<file path="config.mk">
export PLATFORM = sky130hd
export DESIGN_NAME = serial_chunk_subtractor
export DESIGN_NICKNAME = d
export VERILOG_FILES = /design/src/rtl/sub_pkg.sv /design/src/rtl/chunk_subtractor.sv /design/src/rtl/serial_chunk_subtractor.sv
export SDC_FILE = /design/constraint.sdc
export NUM_CORES = 1
export LEC_CHECK = 0
export BUFFER_PORTS_ARGS = -buffer_cell sky130_fd_sc_hd__buf_2
export CAP_MARGIN = 5
export CORE_MARGIN = 10
export CORE_UTILIZATION = 53
export CTS_CLUSTER_SIZE = 20
export DETAILED_ROUTE_END_ITERATION = 10
export PLACE_DENSITY = 0.78
export SYNTH_ARGS = -nofsm -noshare
export SYNTH_HDL_FRONTEND = slang
export SYNTH_HIERARCHICAL = 1
export SYNTH_SLANG_ARGS = --single-unit
</file>
<file path="constraint.sdc">
create_clock -name clk -period 3.65 [get_ports clk]
set_input_delay 0.1825 -clock clk [delete_from_list [all_inputs] [get_ports clk]]
set_output_delay 0.1825 -clock clk [all_outputs]
set_load 0.05 [all_outputs]
</file>
<file path="src/rtl/sub_pkg.sv">
// Shared types and defaults for the serial chunk subtractor.
package sub_pkg;

  typedef enum logic [1:0] {IDLE, RUN, DONE} sub_state_t;

  localparam int DEFAULT_CHUNK = 4;

endpackage

</file>
<file path="src/rtl/chunk_subtractor.sv">
// Combinational CHUNK-bit ripple subtractor: {bout, diff} = a - b - bin.
module chunk_subtractor
  import sub_pkg::*;
#(
  parameter int CHUNK = DEFAULT_CHUNK
) (
  input  logic [CHUNK-1:0] a,
  input  logic [CHUNK-1:0] b,
  input  logic             bin,
  output logic [CHUNK-1:0] diff,
  output logic             bout
);

  logic [CHUNK:0] borrow;

  assign borrow[0] = bin;

  // A bit borrows when b plus the incoming borrow exceeds a.
  for (genvar i = 0; i < CHUNK; i++) begin : g_bit
    assign diff[i]       = a[i] ^ b[i] ^ borrow[i];
    assign borrow[i + 1] = (~a[i] & b[i]) | (~(a[i] ^ b[i]) & borrow[i]);
  end

  assign bout = borrow[CHUNK];

endmodule

</file>
<file path="src/rtl/serial_chunk_subtractor.sv">
// Multi-cycle WIDTH-bit subtractor, one CHUNK slice per cycle, LSB first.
// Define SUB_OVERFLOW_EN to add the signed-overflow output ovf.
module serial_chunk_subtractor
  import sub_pkg::*;
#(
  parameter int WIDTH = 16,
  parameter int CHUNK = DEFAULT_CHUNK
) (
  input  logic             clk,
  input  logic             rst_n,
  input  logic             in_valid,
  output logic             in_ready,
  input  logic [WIDTH-1:0] a,
  input  logic [WIDTH-1:0] b,
  input  logic             bin,
  output logic             out_valid,
  input  logic             out_ready,
  output logic [WIDTH-1:0] diff,
  output logic             bout
`ifdef SUB_OVERFLOW_EN
  ,
  output logic             ovf
`endif
);

  localparam int NCHUNK = WIDTH / CHUNK;
  localparam int IDX_W  = (NCHUNK > 1) ? $clog2(NCHUNK) : 1;

  if ((WIDTH % CHUNK) != 0 || WIDTH < CHUNK) begin : g_bad_width
    $fatal(1, "serial_chunk_subtractor: WIDTH must be a multiple of CHUNK");
  end

  sub_state_t       state, next_state;
  logic [WIDTH-1:0] a_reg, b_reg, diff_reg;
  logic [IDX_W-1:0] idx;
  logic             borrow, bout_reg;
  logic [CHUNK-1:0] slice_d;
  logic             slice_bout;
  logic             last;

  assign last = (idx == IDX_W'(NCHUNK - 1));

  // One slice subtractor shared across all slices, selected by idx.
  chunk_subtractor #(.CHUNK(CHUNK)) u_chunk (
    .a    (a_reg[idx*CHUNK +: CHUNK]),
    .b    (b_reg[idx*CHUNK +: CHUNK]),
    .bin  (borrow),
    .diff (slice_d),
    .bout (slice_bout)
  );

  always_ff @(posedge clk or negedge rst_n) begin
    if (!rst_n) state <= IDLE;
    else        state <= next_state;
  end

  always_comb begin
    next_state = state;
    in_ready   = 1'b0;
    out_valid  = 1'b0;
    case (state)
      IDLE: begin
        in_ready = 1'b1;
        if (in_valid) next_state = RUN;
      end
      RUN: begin
        if (last) next_state = DONE;
      end
      DONE: begin
        out_valid = 1'b1;
        if (out_ready) next_state = IDLE;
      end
      default: next_state = IDLE;
    endcase
  end

  always_ff @(posedge clk or negedge rst_n) begin
    if (!rst_n) begin
      a_reg    <= '0;
      b_reg    <= '0;
      diff_reg <= '0;
      idx      <= '0;
      borrow   <= 1'b0;
      bout_reg <= 1'b0;
    end else begin
      case (state)
        IDLE: begin
          if (in_valid) begin
            a_reg  <= a;
            b_reg  <= b;
            borrow <= bin;
            idx    <= '0;
          end
        end
        RUN: begin
          diff_reg[idx*CHUNK +: CHUNK] <= slice_d;
          borrow                       <= slice_bout;
          idx                          <= last ? '0 : idx + 1'b1;
          if (last) bout_reg <= slice_bout;
        end
        default: ;
      endcase
    end
  end

`ifdef SUB_OVERFLOW_EN
  logic ovf_reg;

  // Operands of differing sign whose result sign departs from the minuend overflow.
  always_ff @(posedge clk or negedge rst_n) begin
    if (!rst_n) begin
      ovf_reg <= 1'b0;
    end else if (state == RUN && last) begin
      ovf_reg <= (a_reg[WIDTH-1] != b_reg[WIDTH-1]) &&
                 (slice_d[CHUNK-1] != a_reg[WIDTH-1]);
    end
  end

  assign ovf = ovf_reg;
`endif

  assign diff = diff_reg;
  assign bout = bout_reg;

endmodule

</file>
==> results.txt <==
* DIE AREA: 7890 µm²
* Syn-to-layout area delta: 16.4%
- VDD sags by at most 0.448 mV.
- Design Area, Final: a little under 3000 µm²
* Fmax achieved: 0.329 GHz
- After global routing the overflow that remains totals 0.
- Of the total power, the share spent switching nets is 0.432.
- Via count of the first global-routing pass: between 1500 and 2000
- Measured along the x axis, the die boundary spans 88.8 µm.
* Leakage Power: 1.40 nW
- Num rows: 24
* Transition time at the pin with the least slew margin: around 0.66 ns
* Final number of hold-violating endpoints: 41
- STA classifies the critical path endpoint as a flop.
- In this run, distinct cell masters in the synthesized netlist total 28.
* Number of diodes: 0
- Netlist area before placement: 2510 µm²
- Layout net count: approximately 290
* Max_cap viols: 0
- In this run, synthesis produced a sequential element count of 54.
* Total power density per cell area: 1050 nW/µm²
- The initial antenna violation count is 0.
- H-tree Lvls: 2
* Cells after Synth: 181
- Number of gates given a new drive strength after cts: 0
- Min Hold Slack: -0.00886 ns
- Maximum number of pins on one net before global-route repair: 55
- Core outline area: between 4000 and 5000 µm²
- For this block, the initial DRC count from the detailed router was 70.
- Placer Congestion: 0.820
* Final routed wire length divided by cell count: 17.6 µm
* Result of the run: finished with violations
* Switching power: 1.32 mW
* Number of sinks handled by clock tree synthesis: 54
- Die H: between 80 and 90 µm
- Violated checks: hold timing
* Data arrival time of the critical path: 3.24 ns
- Share of the clock period used by the worst path after layout: 0.832
* Final min period: 3.04 ns
* Clock buffer count from CTS: 5
- CTS tree: yes
- First-pass iteration count of the detailed router: 4
* Register area share after synthesis: 0.539
* Reg-to-reg setup timing slack: 0.61 ns
* Starting density of the core: 0.561
- Skew final: roughly 0.0056 ns
* Post-Syn Nets: 227
- Leading cell type in the layout, fill and taps excluded: buf_2
- Relative max-transition margin: 0.555
- The share of total power dissipated in combinational logic is 0.516.
- The worst setup path is of the flop to flop kind.
- In the routed design, unresolved DRC markers number 0.
- The internal power of the cells totals 1.74 mW.
- No sink is reached through more buffers than the 2 on the longest clock path.
- Reg clk slew, reported paths: 0.10 ns
* Overall Power: 3.06 mW
- After detailed placement, the total cell area comes to 2810 µm².
- RSZ-0062 raised after global routing: no
- For this design, the CTS-stage hold fixing added 0 buffers.
- The worst hold path belongs to the class primary input to asynchronous set/reset pin.
- Worst path required time: 3.85 ns
- The first global-routing pass estimated 8830 µm of wire.
* Final setup violation count: 0
- Synth Warn #: 6
* Fraction of layout instances using a drive strength above 1: 0.446
- After legalization and detailed placement, the total HPWL measured 3880 µm.
- Highest-count cells in the layout ignoring fill and taps: 55 x buf_2, 54 x dfrtp_1, 31 x mux2_2
- The worst setup path is launched from a flop.
- After detailed routing, the number of vias per cell comes to about 5.4.
* I/O Buffers: 55
- Post-CTS timing repair inserted 0 buffers for setup.
- Worst-Skew Late Latency: 0.31 ns
- The cell sitting at the root of the clock tree is a clkbuf_8.
* I/O pin cnt: 56
* Post-synthesis area per instance: approximately 14 µm²
* Max Slew Vio Count: 0
- Post-Route Setup TNS: 0 ns
- Wire length after detailed routing: 5140 µm
- In this run the remaining antenna-violating nets after routing total 0.
* Count of vias placed by the detailed router: about 1600
- Clock power share: 0.130
- The share of total power dissipated in sequential elements is 0.353.
* Critical-path maximum fanout: 6
* Global Route Usage Sum: 0.144
- Count of fill cells added during filler insertion: 363
==> logic make-up after synthesis <==
kind of cell             Yosys count  share of synthesized area
AND/OR/NAND/NOR                   34                     0.0788
adder cells (fa/ha/maj)            9                     0.0569
multiplexers                      41                      0.220
flip-flops                        54                      0.539
buffers and inverters             20                     0.0439
AO/OA/AOI/OAI                     23                     0.0618
==> synthesized netlist by cell type <==
library cell / number / area, µm²
clkbuf_1: 1 / 3.75
and4bb_2: 2 / 25.0
nor4bb_1: 1 / 10.0
inv_1: 13 / 48.8
mux2_1: 2 / 22.5
mux4_2: 8 / 180
and2b_1: 1 / 7.51
buf_2: 1 / 5.00
nor3b_1: 1 / 7.51
nor4b_1: 1 / 8.76
mux2_2: 31 / 349
o21bai_1: 1 / 7.51
buf_6: 4 / 45.0
nor2_1: 2 / 7.51
a22oi_1: 1 / 7.51
nand2b_1: 2 / 12.5
ha_1: 5 / 62.6
nor3b_4: 1 / 18.8
o21ai_0: 10 / 50.1
buf_4: 1 / 7.51
dfrtp_1: 54 / 1350
nand3b_1: 2 / 15.0
nand2_1: 20 / 75.1
a22o_1: 8 / 70.1
fa_1: 4 / 80.1
and4b_1: 1 / 10.0
a21oi_1: 1 / 5.00
o31ai_1: 2 / 15.0
==> metal layers <==
layer	share of wire	wire length [µm]	GRT usage	vias to the layer above
met4	0.012	64	0.0441	0
met5	0	0	0	-
met3	0.070	362	0.0487	6
li1	-	-	-	754
met1	0.43	2220	0.177	783
met2	0.49	2500	0.235	44
==> final timing paths <==
check | from | endpoint | cells past startpoint
max | idx[0] | diff[7] | 9
min | rst_n | diff[10] | 2
max reg2reg | idx[0] | diff[7] | 9
min reg2reg | diff[1] | diff[1] | 2
max in group asynchronous | rst_n | diff[0] | 2
min in group clk | out_ready | state[1] | 2
==> power by group through the flow <==
stage               Clock (mW)  Sequential [mW]  Combinational, mW
floorplan                    0             1.24               1.07
global placement             0             1.08               1.55
detailed placement           0             1.10               1.58
CTS                      0.408             1.08               1.59
global route             0.430             1.13               1.74
finish                   0.397             1.08               1.58
==> critical path: stages, from the launching register on <==
cell and delay (ns):
dfrtp_1 0.55, mux4_2 0.56, inv_1 0.10, fa_1 0.17, inv_1 0.05, fa_1 0.37, fa_1 0.37, inv_1 0.08
fa_1 0.46, a22o_1 0.22
==> cell type report <==
cell class / count / area, µm² / area share
clock inverter: 2 / 37.5 / 0.0129
multi-input combinational: 107 / 1050 / 0.359
sequential: 54 / 1350 / 0.463
tap: 52 / 65.1 / 0.0223
inverter: 13 / 48.8 / 0.0167
clock buffer: 6 / 72.6 / 0.0249
timing repair buffer: 58 / 298 / 0.102
==> through the flow <==
stage	util	worst slack, ns	cells
after floorplan	-	0.578	181
after global placement	0.628	0.712	284
after detailed placement	0.628	0.634	284
after CTS	0.653	0.577	292
final	0.653	0.613	292
after global routing	0.653	0.426	292
Power figures use the tool's default switching activity.
